$ cat src/rtl/snoop_inj_pkg.sv
// -----------------------------------------------------------------------------
// snoop_inj_pkg
// Shared types and constants for the snoop fault injector:
//   - state_e       : responder FSM states (also exported on o_state)
//   - MODE_*        : injection mode encodings for i_mode
//   - CR_*          : bit positions inside the ACE CRRESP field
// -----------------------------------------------------------------------------
package snoop_inj_pkg;

  typedef enum logic [2:0] {
    ST_IDLE   = 3'd0,
    ST_FILTER = 3'd1,
    ST_DELAY  = 3'd2,
    ST_RESP   = 3'd3,
    ST_DATA   = 3'd4
  } state_e;

  localparam logic [1:0] MODE_OFF     = 2'd0;
  localparam logic [1:0] MODE_ONESHOT = 2'd1;
  localparam logic [1:0] MODE_NSHOT   = 2'd2;
  localparam logic [1:0] MODE_CONT    = 2'd3;

  localparam int CR_DATA_TRANSFER = 0;
  localparam int CR_ERROR         = 1;
  localparam int CR_PASS_DIRTY    = 2;
  localparam int CR_IS_SHARED     = 3;
  localparam int CR_WAS_UNIQUE    = 4;

endpackage

$ cat src/rtl/snoop_region_match.sv
// -----------------------------------------------------------------------------
// snoop_region_match
// Combinational NUM_REGIONS-way address window compare on a 32-bit address.
// A window hits when it is enabled and base <= addr < base + size. The upper
// bound is formed in 33 bits so a window near the top of the space never
// wraps to low addresses; size 0 can never hit.
// Ports:
//   addr_i     : address to test (snoop address bits [31:0])
//   base_i     : packed window bases, 32 bits per region
//   size_i     : packed window sizes, 32 bits per region
//   en_i       : per-window enable
//   hit_o      : per-window hit vector
//   any_hit_o  : OR of hit_o
// -----------------------------------------------------------------------------
module snoop_region_match
  import snoop_inj_pkg::*;
#(
  parameter int NUM_REGIONS = 4
) (
  input  logic [31:0]               addr_i,
  input  logic [NUM_REGIONS*32-1:0] base_i,
  input  logic [NUM_REGIONS*32-1:0] size_i,
  input  logic [NUM_REGIONS-1:0]    en_i,
  output logic [NUM_REGIONS-1:0]    hit_o,
  output logic                      any_hit_o
);

  for (genvar r = 0; r < NUM_REGIONS; r++) begin : g_region
    logic [32:0] lo;
    logic [32:0] hi;
    assign lo       = {1'b0, base_i[r*32 +: 32]};
    assign hi       = lo + {1'b0, size_i[r*32 +: 32]};
    assign hit_o[r] = en_i[r] && ({1'b0, addr_i} >= lo) && ({1'b0, addr_i} < hi);
  end

  assign any_hit_o = |hit_o;

endmodule

$ cat src/rtl/snoop_fault_injector.sv
// -----------------------------------------------------------------------------
// snoop_fault_injector
// ACE snoop-channel responder. Every AC request gets a CR response; requests
// that hit an enabled address window and the snoop-type filter receive an
// injected response (programmable CRRESP, delay and data pattern) in one-shot,
// N-shot or continuous mode. Everything else gets a clean immediate reply.
// Only one snoop is ever outstanding.
//
// Optional feature (macro SNOOP_INJ_LATENCY_STATS_EN): when defined,
// o_max_latency tracks the largest AC-handshake to CR-handshake distance in
// cycles (saturating, cleared on reset or a falling i_enable). When undefined,
// o_max_latency is tied to zero.
//
// Ports:
//   ace_aclk, ace_areset         : clock, synchronous active-high reset
//   acvalid/acready/acaddr/acsnoop : AC snoop request channel
//   crvalid/crready/crresp       : CR snoop response channel
//   cdvalid/cdready/cddata/cdlast : CD snoop data channel
//   i_enable, i_mode, i_shot_count : injection control
//   i_crresp, i_delay, i_data_pattern : injected response contents
//   i_snoop_match(_en)           : snoop-type filter
//   i_region_base/size/en        : address windows on acaddr[31:0]
//   o_done, o_inject_count       : shot budget status / injected count
//   o_state                      : FSM state for debug
//   o_max_latency                : worst-case snoop latency (optional)
// -----------------------------------------------------------------------------
module snoop_fault_injector
  import snoop_inj_pkg::*;
#(
  parameter int C_ACE_ADDR_WIDTH = 44,
  parameter int C_ACE_DATA_WIDTH = 128,
  parameter int LINE_BYTES       = 64,
  parameter int NUM_REGIONS      = 4,
  parameter int DELAY_WIDTH      = 16,
  parameter int SHOT_WIDTH       = 8
) (
  input  logic                        ace_aclk,
  input  logic                        ace_areset,
  input  logic                        acvalid,
  output logic                        acready,
  input  logic [C_ACE_ADDR_WIDTH-1:0] acaddr,
  input  logic [3:0]                  acsnoop,
  output logic                        crvalid,
  input  logic                        crready,
  output logic [4:0]                  crresp,
  output logic                        cdvalid,
  input  logic                        cdready,
  output logic [C_ACE_DATA_WIDTH-1:0] cddata,
  output logic                        cdlast,
  input  logic                        i_enable,
  input  logic [1:0]                  i_mode,
  input  logic [SHOT_WIDTH-1:0]       i_shot_count,
  input  logic [4:0]                  i_crresp,
  input  logic [DELAY_WIDTH-1:0]      i_delay,
  input  logic [31:0]                 i_data_pattern,
  input  logic [3:0]                  i_snoop_match,
  input  logic                        i_snoop_match_en,
  input  logic [NUM_REGIONS*32-1:0]   i_region_base,
  input  logic [NUM_REGIONS*32-1:0]   i_region_size,
  input  logic [NUM_REGIONS-1:0]      i_region_en,
  output logic                        o_done,
  output logic [SHOT_WIDTH-1:0]       o_inject_count,
  output logic [2:0]                  o_state,
  output logic [DELAY_WIDTH+1:0]      o_max_latency
);

  localparam int BEATS  = LINE_BYTES * 8 / C_ACE_DATA_WIDTH;
  localparam int BEAT_W = (BEATS > 1) ? $clog2(BEATS) : 1;
  localparam logic [BEAT_W-1:0] LAST_BEAT = BEAT_W'(BEATS - 1);

  // Line data: pattern replicated across the beat, beat index in byte 0.
  function automatic logic [C_ACE_DATA_WIDTH-1:0] beat_data(input logic [31:0]       pat,
                                                          input logic [BEAT_W-1:0] beat);
    logic [C_ACE_DATA_WIDTH-1:0] d;
    d = '0;
    for (int i = 0; i < C_ACE_DATA_WIDTH; i++) d[i] = pat[i % 32];
    d[7:0] = 8'(beat);
    return d;
  endfunction

  // Control / output registers
  state_e                      state_q;
  logic                        acready_q;
  logic                        crvalid_q;
  logic [4:0]                  crresp_q;
  logic                        cdvalid_q;
  logic                        cdlast_q;
  logic [C_ACE_DATA_WIDTH-1:0] cddata_q;
  logic                        done_q;
  logic [SHOT_WIDTH-1:0]       inj_cnt_q;
  logic [DELAY_WIDTH-1:0]      dly_cnt_q;
  logic [BEAT_W-1:0]           beat_q;
  logic                        inj_q;

  // Request and configuration snapshot taken at the AC handshake
  logic [31:0]               addr_q;
  logic [3:0]                snoop_q;
  logic                      cfg_en_q;
  logic [1:0]                cfg_mode_q;
  logic [SHOT_WIDTH-1:0]     cfg_shot_q;
  logic [4:0]                cfg_crresp_q;
  logic [DELAY_WIDTH-1:0]    cfg_delay_q;
  logic [31:0]               cfg_pat_q;
  logic [3:0]                cfg_match_q;
  logic                      cfg_match_en_q;
  logic [NUM_REGIONS*32-1:0] cfg_base_q;
  logic [NUM_REGIONS*32-1:0] cfg_size_q;
  logic [NUM_REGIONS-1:0]    cfg_region_en_q;

  logic                      ac_hs_d;
  logic [NUM_REGIONS-1:0]    region_hit_d;
  logic                      any_hit_d;
  logic                      snoop_hit_d;
  logic                      shot_zero_d;
  logic                      inject_d;
  logic [DELAY_WIDTH:0]      dly_next_d;
  logic [BEAT_W-1:0]         beat_next_d;
  logic [SHOT_WIDTH-1:0]     inj_inc_d;
  logic                      unused_addr_hi;

  // Only addr[31:0] takes part in window matching.
  assign unused_addr_hi = ^acaddr[C_ACE_ADDR_WIDTH-1:32];

  assign ac_hs_d = (state_q == ST_IDLE) && acvalid && acready_q;

  always_ff @(posedge ace_aclk) begin
    if (ac_hs_d) begin
      addr_q          <= acaddr[31:0];
      snoop_q         <= acsnoop;
      cfg_en_q        <= i_enable;
      cfg_mode_q      <= i_mode;
      cfg_shot_q      <= i_shot_count;
      cfg_crresp_q    <= i_crresp;
      cfg_delay_q     <= i_delay;
      cfg_pat_q       <= i_data_pattern;
      cfg_match_q     <= i_snoop_match;
      cfg_match_en_q  <= i_snoop_match_en;
      cfg_base_q      <= i_region_base;
      cfg_size_q      <= i_region_size;
      cfg_region_en_q <= i_region_en;
    end
  end

  snoop_region_match #(
    .NUM_REGIONS (NUM_REGIONS)
  ) u_region_match (
    .addr_i    (addr_q),
    .base_i    (cfg_base_q),
    .size_i    (cfg_size_q),
    .en_i      (cfg_region_en_q),
    .hit_o     (region_hit_d),
    .any_hit_o (any_hit_d)
  );

  assign snoop_hit_d = !cfg_match_en_q || (snoop_q == cfg_match_q);
  // N-shot with a zero budget is exhausted before it starts.
  assign shot_zero_d = (cfg_mode_q == MODE_NSHOT) && (cfg_shot_q == '0);
  assign inject_d    = cfg_en_q && (cfg_mode_q != MODE_OFF) && !done_q && !shot_zero_d
                       && any_hit_d && snoop_hit_d;
  assign dly_next_d  = {1'b0, dly_cnt_q} + (DELAY_WIDTH + 1)'(1);
  assign beat_next_d = beat_q + BEAT_W'(1);
  assign inj_inc_d   = (&inj_cnt_q) ? inj_cnt_q : inj_cnt_q + SHOT_WIDTH'(1);

  always_ff @(posedge ace_aclk) begin
    if (ace_areset) begin
      state_q   <= ST_IDLE;
      acready_q <= 1'b0;
      crvalid_q <= 1'b0;
      crresp_q  <= '0;
      cdvalid_q <= 1'b0;
      cdlast_q  <= 1'b0;
      cddata_q  <= '0;
      done_q    <= 1'b0;
      inj_cnt_q <= '0;
      dly_cnt_q <= '0;
      beat_q    <= '0;
      inj_q     <= 1'b0;
    end else begin
      case (state_q)
        ST_IDLE: begin
          if (acvalid && acready_q) begin
            acready_q <= 1'b0;
            state_q   <= ST_FILTER;
          end else begin
            acready_q <= 1'b1;
          end
        end
        ST_FILTER: begin
          inj_q     <= inject_d;
          dly_cnt_q <= '0;
          if (inject_d) begin
            crresp_q <= cfg_crresp_q;
            // Zero delay goes straight to the response with no extra cycle.
            if (cfg_delay_q == '0) begin
              crvalid_q <= 1'b1;
              state_q   <= ST_RESP;
            end else begin
              state_q <= ST_DELAY;
            end
          end else begin
            crresp_q  <= '0;
            crvalid_q <= 1'b1;
            state_q   <= ST_RESP;
          end
        end
        ST_DELAY: begin
          // Leave one cycle early so crvalid is registered on the D-th cycle.
          if (dly_next_d == {1'b0, cfg_delay_q}) begin
            crvalid_q <= 1'b1;
            state_q   <= ST_RESP;
          end else begin
            dly_cnt_q <= dly_next_d[DELAY_WIDTH-1:0];
          end
        end
        ST_RESP: begin
          if (crready) begin
            crvalid_q <= 1'b0;
            if (crresp_q[CR_DATA_TRANSFER]) begin
              cdvalid_q <= 1'b1;
              beat_q    <= '0;
              cddata_q  <= beat_data(cfg_pat_q, '0);
              cdlast_q  <= (BEATS == 1);
              state_q   <= ST_DATA;
            end else begin
              acready_q <= 1'b1;
              state_q   <= ST_IDLE;
            end
          end
        end
        ST_DATA: begin
          if (cdready) begin
            if (cdlast_q) begin
              cdvalid_q <= 1'b0;
              cdlast_q  <= 1'b0;
              acready_q <= 1'b1;
              state_q   <= ST_IDLE;
            end else begin
              beat_q   <= beat_next_d;
              cddata_q <= beat_data(cfg_pat_q, beat_next_d);
              cdlast_q <= (beat_next_d == LAST_BEAT);
            end
          end
        end
        default: state_q <= ST_IDLE;
      endcase

      // Shot accounting; a low enable level wipes the budget state.
      if (!i_enable) begin
        done_q    <= 1'b0;
        inj_cnt_q <= '0;
      end else begin
        if ((state_q == ST_FILTER) && cfg_en_q && shot_zero_d) done_q <= 1'b1;
        if ((state_q == ST_RESP) && crready && inj_q) begin
          inj_cnt_q <= inj_inc_d;
          if (cfg_mode_q == MODE_ONESHOT) done_q <= 1'b1;
          else if ((cfg_mode_q == MODE_NSHOT) && (inj_inc_d >= cfg_shot_q)) done_q <= 1'b1;
        end
      end
    end
  end

`ifdef SNOOP_INJ_LATENCY_STATS_EN
  localparam int LAT_W = DELAY_WIDTH + 2;

  logic [LAT_W-1:0] lat_cnt_q;
  logic [LAT_W-1:0] max_lat_q;
  logic             en_prev_q;

  // lat_cnt_q equals cycles since the AC handshake while the snoop is open.
  always_ff @(posedge ace_aclk) begin
    if (ace_areset) begin
      lat_cnt_q <= '0;
      max_lat_q <= '0;
      en_prev_q <= 1'b0;
    end else begin
      en_prev_q <= i_enable;
      if (ac_hs_d) lat_cnt_q <= LAT_W'(1);
      else if (!(&lat_cnt_q)) lat_cnt_q <= lat_cnt_q + LAT_W'(1);
      if (en_prev_q && !i_enable) max_lat_q <= '0;
      else if ((state_q == ST_RESP) && crready && (lat_cnt_q > max_lat_q)) max_lat_q <= lat_cnt_q;
    end
  end

  assign o_max_latency = max_lat_q;
`else
  assign o_max_latency = '0;
`endif

  assign acready        = acready_q;
  assign crvalid        = crvalid_q;
  assign crresp         = crresp_q;
  assign cdvalid        = cdvalid_q;
  assign cdlast         = cdlast_q;
  assign cddata         = cddata_q;
  assign o_done         = done_q;
  assign o_inject_count = inj_cnt_q;
  assign o_state        = state_q;

endmodule

$ cat config.mk
export PLATFORM = sky130hd
export DESIGN_NAME = snoop_fault_injector
export DESIGN_NICKNAME = d
export VERILOG_FILES = /design/src/rtl/snoop_inj_pkg.sv /design/src/rtl/snoop_region_match.sv /design/src/rtl/snoop_fault_injector.sv
export SDC_FILE = /design/constraint.sdc
export NUM_CORES = 1
export LEC_CHECK = 0
export CORE_ASPECT_RATIO = 1.75
export CORE_MARGIN = 8
export CORE_UTILIZATION = 50
export DETAILED_ROUTE_END_ITERATION = 12
export DONT_BUFFER_PORTS = 1
export PLACE_DENSITY_LB_ADDON = 0.1
export SYNTH_ARGS = -nofsm -noshare
export SYNTH_HDL_FRONTEND = slang
export SYNTH_HIERARCHICAL = 1
export SYNTH_SLANG_ARGS = --single-unit
$ cat constraint.sdc
create_clock -name ace_aclk -period 30.1 [get_ports ace_aclk]
set_input_delay 6.02 -clock ace_aclk [delete_from_list [all_inputs] [get_ports ace_aclk]]
set_output_delay 6.02 -clock ace_aclk [all_outputs]
set_load 0.005 [all_outputs]
* Word-level counts from Yosys, hierarchy flattened *
Cells that the tools add are included.

word-level totals
  flip-flop bits (word level) = 533
  input port bits = 382

operators by class
  $add $sub $neg = 7
  $lt $le $gt $ge = 9
  equality and inequality tests = 19
  muxes and demuxes = 48
  bitwise gates (word level) = 1
  reduce and logical (&&, ||, !) cells = 44

operators with widths
  operator                                              number
  2-to-1 mux 128 bit                                    4
  case mux 128 bit (2 select lines)                     1
  adder 32 x 32 -> 33 bit                               4
  less-than comparator 32 x 33 -> 1 bit                 4
  greater-or-equal comparator 32 bit                    4
  case mux 16 bit (2 select lines)                      1
  logical AND 1 bit                                     22
  2-to-1 mux 1 bit                                      22
  2-to-1 mux 3 bit                                      7
  AND reduction 5 bit                                   4
  adder 16 x 1 -> 17 bit (second input constant)        1
  equality test 17 x 16 -> 1 bit                        1
  logical NOT 16 bit                                    1
  2-to-1 mux 16 bit                                     1
  != test 2 bit (second input constant)                 8
  case mux 3 bit (5 select lines)                       1
  adder 8 x 1 -> 8 bit (second input constant)          1
  greater-or-equal comparator 8 bit                     1
  logical NOT 8 bit                                     1
  2-to-1 mux 2 bit                                      4
  2-to-1 mux 8 bit                                      1
  AND reduction 4 bit                                   2
  AND reduction 8 bit                                   1
  equality test 3 x 2 -> 1 bit (second input constant)  2
  other kinds (21)                                      29

* Depth between registers and ports, before layout *
  depth after elaboration = 8
  depth in mapped cells = 26
  mapped depth without buffers = 26

* By module *
The synthesis kept the hierarchy.

by module, submodules not included
  module                instances  cells an instance  area an instance (sq um)  seq. area each (sq um)
  snoop_fault_injector  1          1020               15906.5                   12401.9
  snoop_region_match    1          1571               11923.9                   0.0

* Worst setup path before layout *
Ideal clock, no wire load.

  path kind = input -> register
  start = in acvalid
  end = reg addr_q[0] (enable)
  arrival time = 30.681 ns
  required time = 28.558 ns
  setup slack = -2.123 ns
  cell stages on the path = 2
  path buffers = 0
  cells stage by stage = nand3_1 nor3_1

on the way
  cells in the longest elaborated chain, start to end = 2

RTL lines
  what                            line                         text
  start: declaration              snoop_fault_injector.sv:39   input logic acvalid,
  logical AND 1 bit (2 in a row)  snoop_fault_injector.sv:124  assign ac_hs_d = (state_q == ST_IDLE) && acvalid && acready_q;
  net ac_hs_d                     snoop_fault_injector.sv:110  logic ac_hs_d;
  end signal: assignment          snoop_fault_injector.sv:128  addr_q <= acaddr[31:0];
  end: declaration                snoop_fault_injector.sv:96   logic [31:0] addr_q;

The timed path passes the listed nets, and every way through them passes these cells.
A chain may end at the register's enable or synchronous reset.

* Final worst setup path *
  start = in acvalid
  end = reg cfg_base_q[36] (enable)

on the way
  cells in the longest elaborated chain, start to end = 2

RTL lines
  what                            line                         text
  logical AND 1 bit (2 in a row)  snoop_fault_injector.sv:124
  net ac_hs_d                     snoop_fault_injector.sv:110
  end signal: assignment          snoop_fault_injector.sv:138  cfg_base_q <= i_region_base;
  end: declaration                snoop_fault_injector.sv:106  logic [NUM_REGIONS*32-1:0] cfg_base_q;

The timed path passes the listed nets, and every way through them passes these cells.

==> results.md <==
* **number of antenna violations at the first check in global routing** 59
* **total internal power** 1310 uW
* **critical path type** in -> reg
* **maximum clock rate** 130 MHz
* **Tcrit/Tclk final** 25.6%
* **Peak supply drop** 0.0537 mV
* **routability congestion estimate from global placement** 0.925
* **number of input and output port buffers inserted** 0
* **area of the die** 63800 um^2
* **depth of the CTS H-tree** 2
* **capturing element type of the critical path** flop
* **detailed placer's ending HPWL** 64100 um
* **Clock Pin Slew Worst Setup and Hold Paths** 60 ps
* **R2R Setup Slk** 24110 ps
* **number of synthesized flops with an enable pin** 365
* **final-stage net count** 3311
* **relative slew slack** 15.6%
* **Sequential Power Share** 40.1%
* **clock insertion delay at the later pin of the skew report** 590 ps
* **vias in the first global route** 19800
* **first-pass GRT wire length** 117000 um
* **slew at the pin closest to its max-slew limit** 1270 ps
* **CP required** 30300 ps
* **net switching share of the total power** 32.5%
* **CP max stage delay** 670 ps
* **Syn Area/Cell** 10.7 um^2
* **maximum number of pins on one net before global-route repair** 169
* **post-synthesis register bit count** 437
* **utilization of the core after routing** 53.6%
* **prevailing post-synth register cell** sky130_fd_sc_hd__edfxtp_1
* **number of design rule violations left after detail routing** 0
* **number of top-level pins** 549
* **overall via count from detail_route** 19600
* **horizontal die dimension** 194 um
* **Num Clock Sinks** 437
* **Yosys warning count** 6
* **area growth from synthesis to final layout** 6.27%
* **Pre-antenna DRT Iters** 5
* **number of buffers on the longest clock path** 3
* **TritonCTS buffer count** 43
* **TNS Setup** 0 ps
* **fin. max-slew vios** 0
* **clock group share of total power** 29.3%
* **number of max-capacitance violations reported** 0
* **cell leakage power** 0.0121 uW
* **die height** 328 um
* **Slowest cell on crit path** sky130_fd_sc_hd__buf_4
* **clock tree from TritonCTS** built
* **sum of routed wire length over all layers** 79700 um
* **critical path startpoint category** primary input
* **setup violators final** 0
* **Final min period** 7700 ps
* **placeable core area** 55200 um^2
* **DR iter-0 viols** 1010
* **Congestion Overflow GR** 0
* **cts-stage hold buffer count** 0
* **Routed WL per cell** 24.1 um
* **antenna viol nets, final** 0
* **global routing usage summed across all routing layers** 24.2%
* **layout cells sized above 1** 4.91%
* **unrepaired setup endpoints after global routing** false
* **FP Rows** 114
* **via density per instance** 5.93
* **number of gates resized after CTS** 0
* **path type of the worst min-delay path** reg -> reg
* **top library cells by usage in the layout, fill and taps aside** sky130_fd_sc_hd__ha_1, sky130_fd_sc_hd__edfxtp_1, sky130_fd_sc_hd__a21oi_1, sky130_fd_sc_hd__nand2_1, sky130_fd_sc_hd__inv_1
* **net switching power** 631 uW
* **data arrival time at the worst-slack endpoint** 7900 ps
* **sequential cell area fraction in the yosys report** 44.6%
* **netlist area before placement** 27800 um^2
* **cells after synthesis** 2591
* **initial core utilization** 50.4%
* **clock root cell** sky130_fd_sc_hd__clkbuf_16
* **run status** completed
* **sequence of cells on the critical path** nand3_1 > nor3_4 > buf_4 > buf_12
* **commonest non-fill, non-tap cell in the layout** sky130_fd_sc_hd__ha_1
* **# Post-CTS Setup Buffers** 0
* **post-synth cell types** 93
* **total count of hold-check failures in the final report** 0
* **Async SR Flop Fraction** 0%
* **CP Max Fanout** 168
* **Clock Skews** 19.4 ps
* **combinational share of power** 30.6%
* **total power per unit cell area** 65.7 nW/um^2
-- worst max-delay path, delay by kind of cell --
kind	cells	cell delay (ps)
buffers and inverters	2	1270
and+or+nand+nor	2	290
-- layout make-up --
| cell class | instances | area [um^2] |
|---|---|---|
| fill | 4820 | 25600 |
| multi-input combinational | 1844 | 13800 |
| sequential | 437 | 12400 |
| clock buffer | 52 | 1170 |
| tap | 696 | 871 |
| inverter | 187 | 702 |
| clock inverter | 26 | 303 |
| timing repair buffer | 21 | 170 |
| antenna | 46 | 115 |
-- power by group through the flow --
stage	sequential [uW]	clock [uW]	combinational, uW
global placement	794	0	565
floorplan	804	0	458
CTS	782	590	591
detailed placement	794	0	587
global route	785	606	674
finish	779	570	594
-- layer usage --
layer	vias up	global-route usage, %	wire (um)
met2	695	46.3	43300
met3	205	7.17	5720
li1	9472	-	-
met1	9218	22.5	26800
met4	30	13.2	3660
met5	-	0	195
-- cell families after synthesis --
group           synth area share, %
compound gates                 16.3
simple gates                   10.4
flops                          44.6
fa+ha+maj                      17.9
buf+inv                        6.08
xor+xnor                       4.47
mux                           0.369
other cells                  0.0135
-- registers in the layout, indices dropped and copies added, names as in the netlist, 2 cells and up --
register,cells
o_state,3
cfg_shot_q,8
snoop_q,4
addr_q,32
cfg_region_en_q,4
dly_cnt_q,16
cfg_pat_q,32
cddata,33
cfg_base_q,128
o_inject_count,8
cfg_delay_q,16
cfg_crresp_q,5
cfg_mode_q,2
cfg_match_q,4
cfg_size_q,128
crresp,5
-- Yosys cell counts, types with 5 or more instances --
| library cell | number | area share [%] |
|---|---|---|
| sky130_fd_sc_hd__o31ai_1 | 6 | 0.16 |
| sky130_fd_sc_hd__o211ai_1 | 20 | 0.54 |
| sky130_fd_sc_hd__nand4_1 | 50 | 1.1 |
| sky130_fd_sc_hd__a31oi_1 | 27 | 0.61 |
| sky130_fd_sc_hd__o21a_1 | 21 | 0.57 |
| sky130_fd_sc_hd__buf_2 | 5 | 0.090 |
| sky130_fd_sc_hd__a21oi_1 | 220 | 4.0 |
| sky130_fd_sc_hd__dfxtp_1 | 72 | 5.2 |
| sky130_fd_sc_hd__buf_4 | 114 | 3.1 |
| sky130_fd_sc_hd__a221oi_1 | 12 | 0.38 |
| sky130_fd_sc_hd__xor2_1 | 61 | 1.9 |
| sky130_fd_sc_hd__o2111ai_1 | 9 | 0.28 |
| sky130_fd_sc_hd__xnor2_1 | 81 | 2.5 |
| sky130_fd_sc_hd__ha_1 | 391 | 18 |
| sky130_fd_sc_hd__o21ai_0 | 90 | 1.6 |
| sky130_fd_sc_hd__a311oi_1 | 5 | 0.16 |
| sky130_fd_sc_hd__and2_1 | 7 | 0.16 |
| sky130_fd_sc_hd__a41oi_1 | 5 | 0.16 |
| sky130_fd_sc_hd__nor3_1 | 34 | 0.61 |
| sky130_fd_sc_hd__inv_1 | 185 | 2.5 |
| sky130_fd_sc_hd__a32oi_1 | 9 | 0.28 |
| sky130_fd_sc_hd__mux2i_1 | 8 | 0.29 |
| sky130_fd_sc_hd__a211oi_1 | 19 | 0.51 |
| sky130_fd_sc_hd__nand3_1 | 53 | 0.95 |
| sky130_fd_sc_hd__edfxtp_1 | 365 | 39 |
| sky130_fd_sc_hd__a21o_1 | 123 | 3.3 |
| sky130_fd_sc_hd__clkbuf_1 | 24 | 0.32 |
| sky130_fd_sc_hd__and3_1 | 15 | 0.34 |
| sky130_fd_sc_hd__a2111oi_0 | 9 | 0.28 |
| sky130_fd_sc_hd__nand2b_1 | 30 | 0.67 |
| sky130_fd_sc_hd__o21ai_1 | 17 | 0.31 |
| sky130_fd_sc_hd__nand2_1 | 197 | 2.7 |
| sky130_fd_sc_hd__o21bai_1 | 21 | 0.57 |
| sky130_fd_sc_hd__a211o_1 | 11 | 0.35 |
| sky130_fd_sc_hd__o22ai_1 | 8 | 0.18 |
| sky130_fd_sc_hd__and4_1 | 12 | 0.38 |
| sky130_fd_sc_hd__or2_2 | 5 | 0.11 |
| sky130_fd_sc_hd__nor2b_1 | 26 | 0.58 |
| sky130_fd_sc_hd__nor2_1 | 114 | 1.5 |
| sky130_fd_sc_hd__nor4_1 | 18 | 0.40 |
-- stage by stage --
stage / cells / hold WS (ps) / power (uW) / worst slack [ps] / area, um^2
after floorplan: 2614 / 432 / 1260 / 9120 / 27900
after global placement: 3185 / 437 / 1360 / 21880 / 28000
after detailed placement: 3185 / 443 / 1380 / 21850 / 28000
after CTS: 3263 / 453 / 1960 / 22500 / 29500
after global routing: 3286 / 483 / 2060 / 22340 / 29500
final: 3309 / 456 / 1940 / 22400 / 29600
-- path summary, 6_finish.rpt --
path,cells after the start,startpoint,to
worst max register to register,27,cfg_base_q[64],o_state[0]
worst max-delay path,4,acvalid,cfg_base_q[36]
worst min-delay path,2,inj_q,inj_q
worst min register to register,2,inj_q,inj_q
Power figures use the tool's default switching activity.
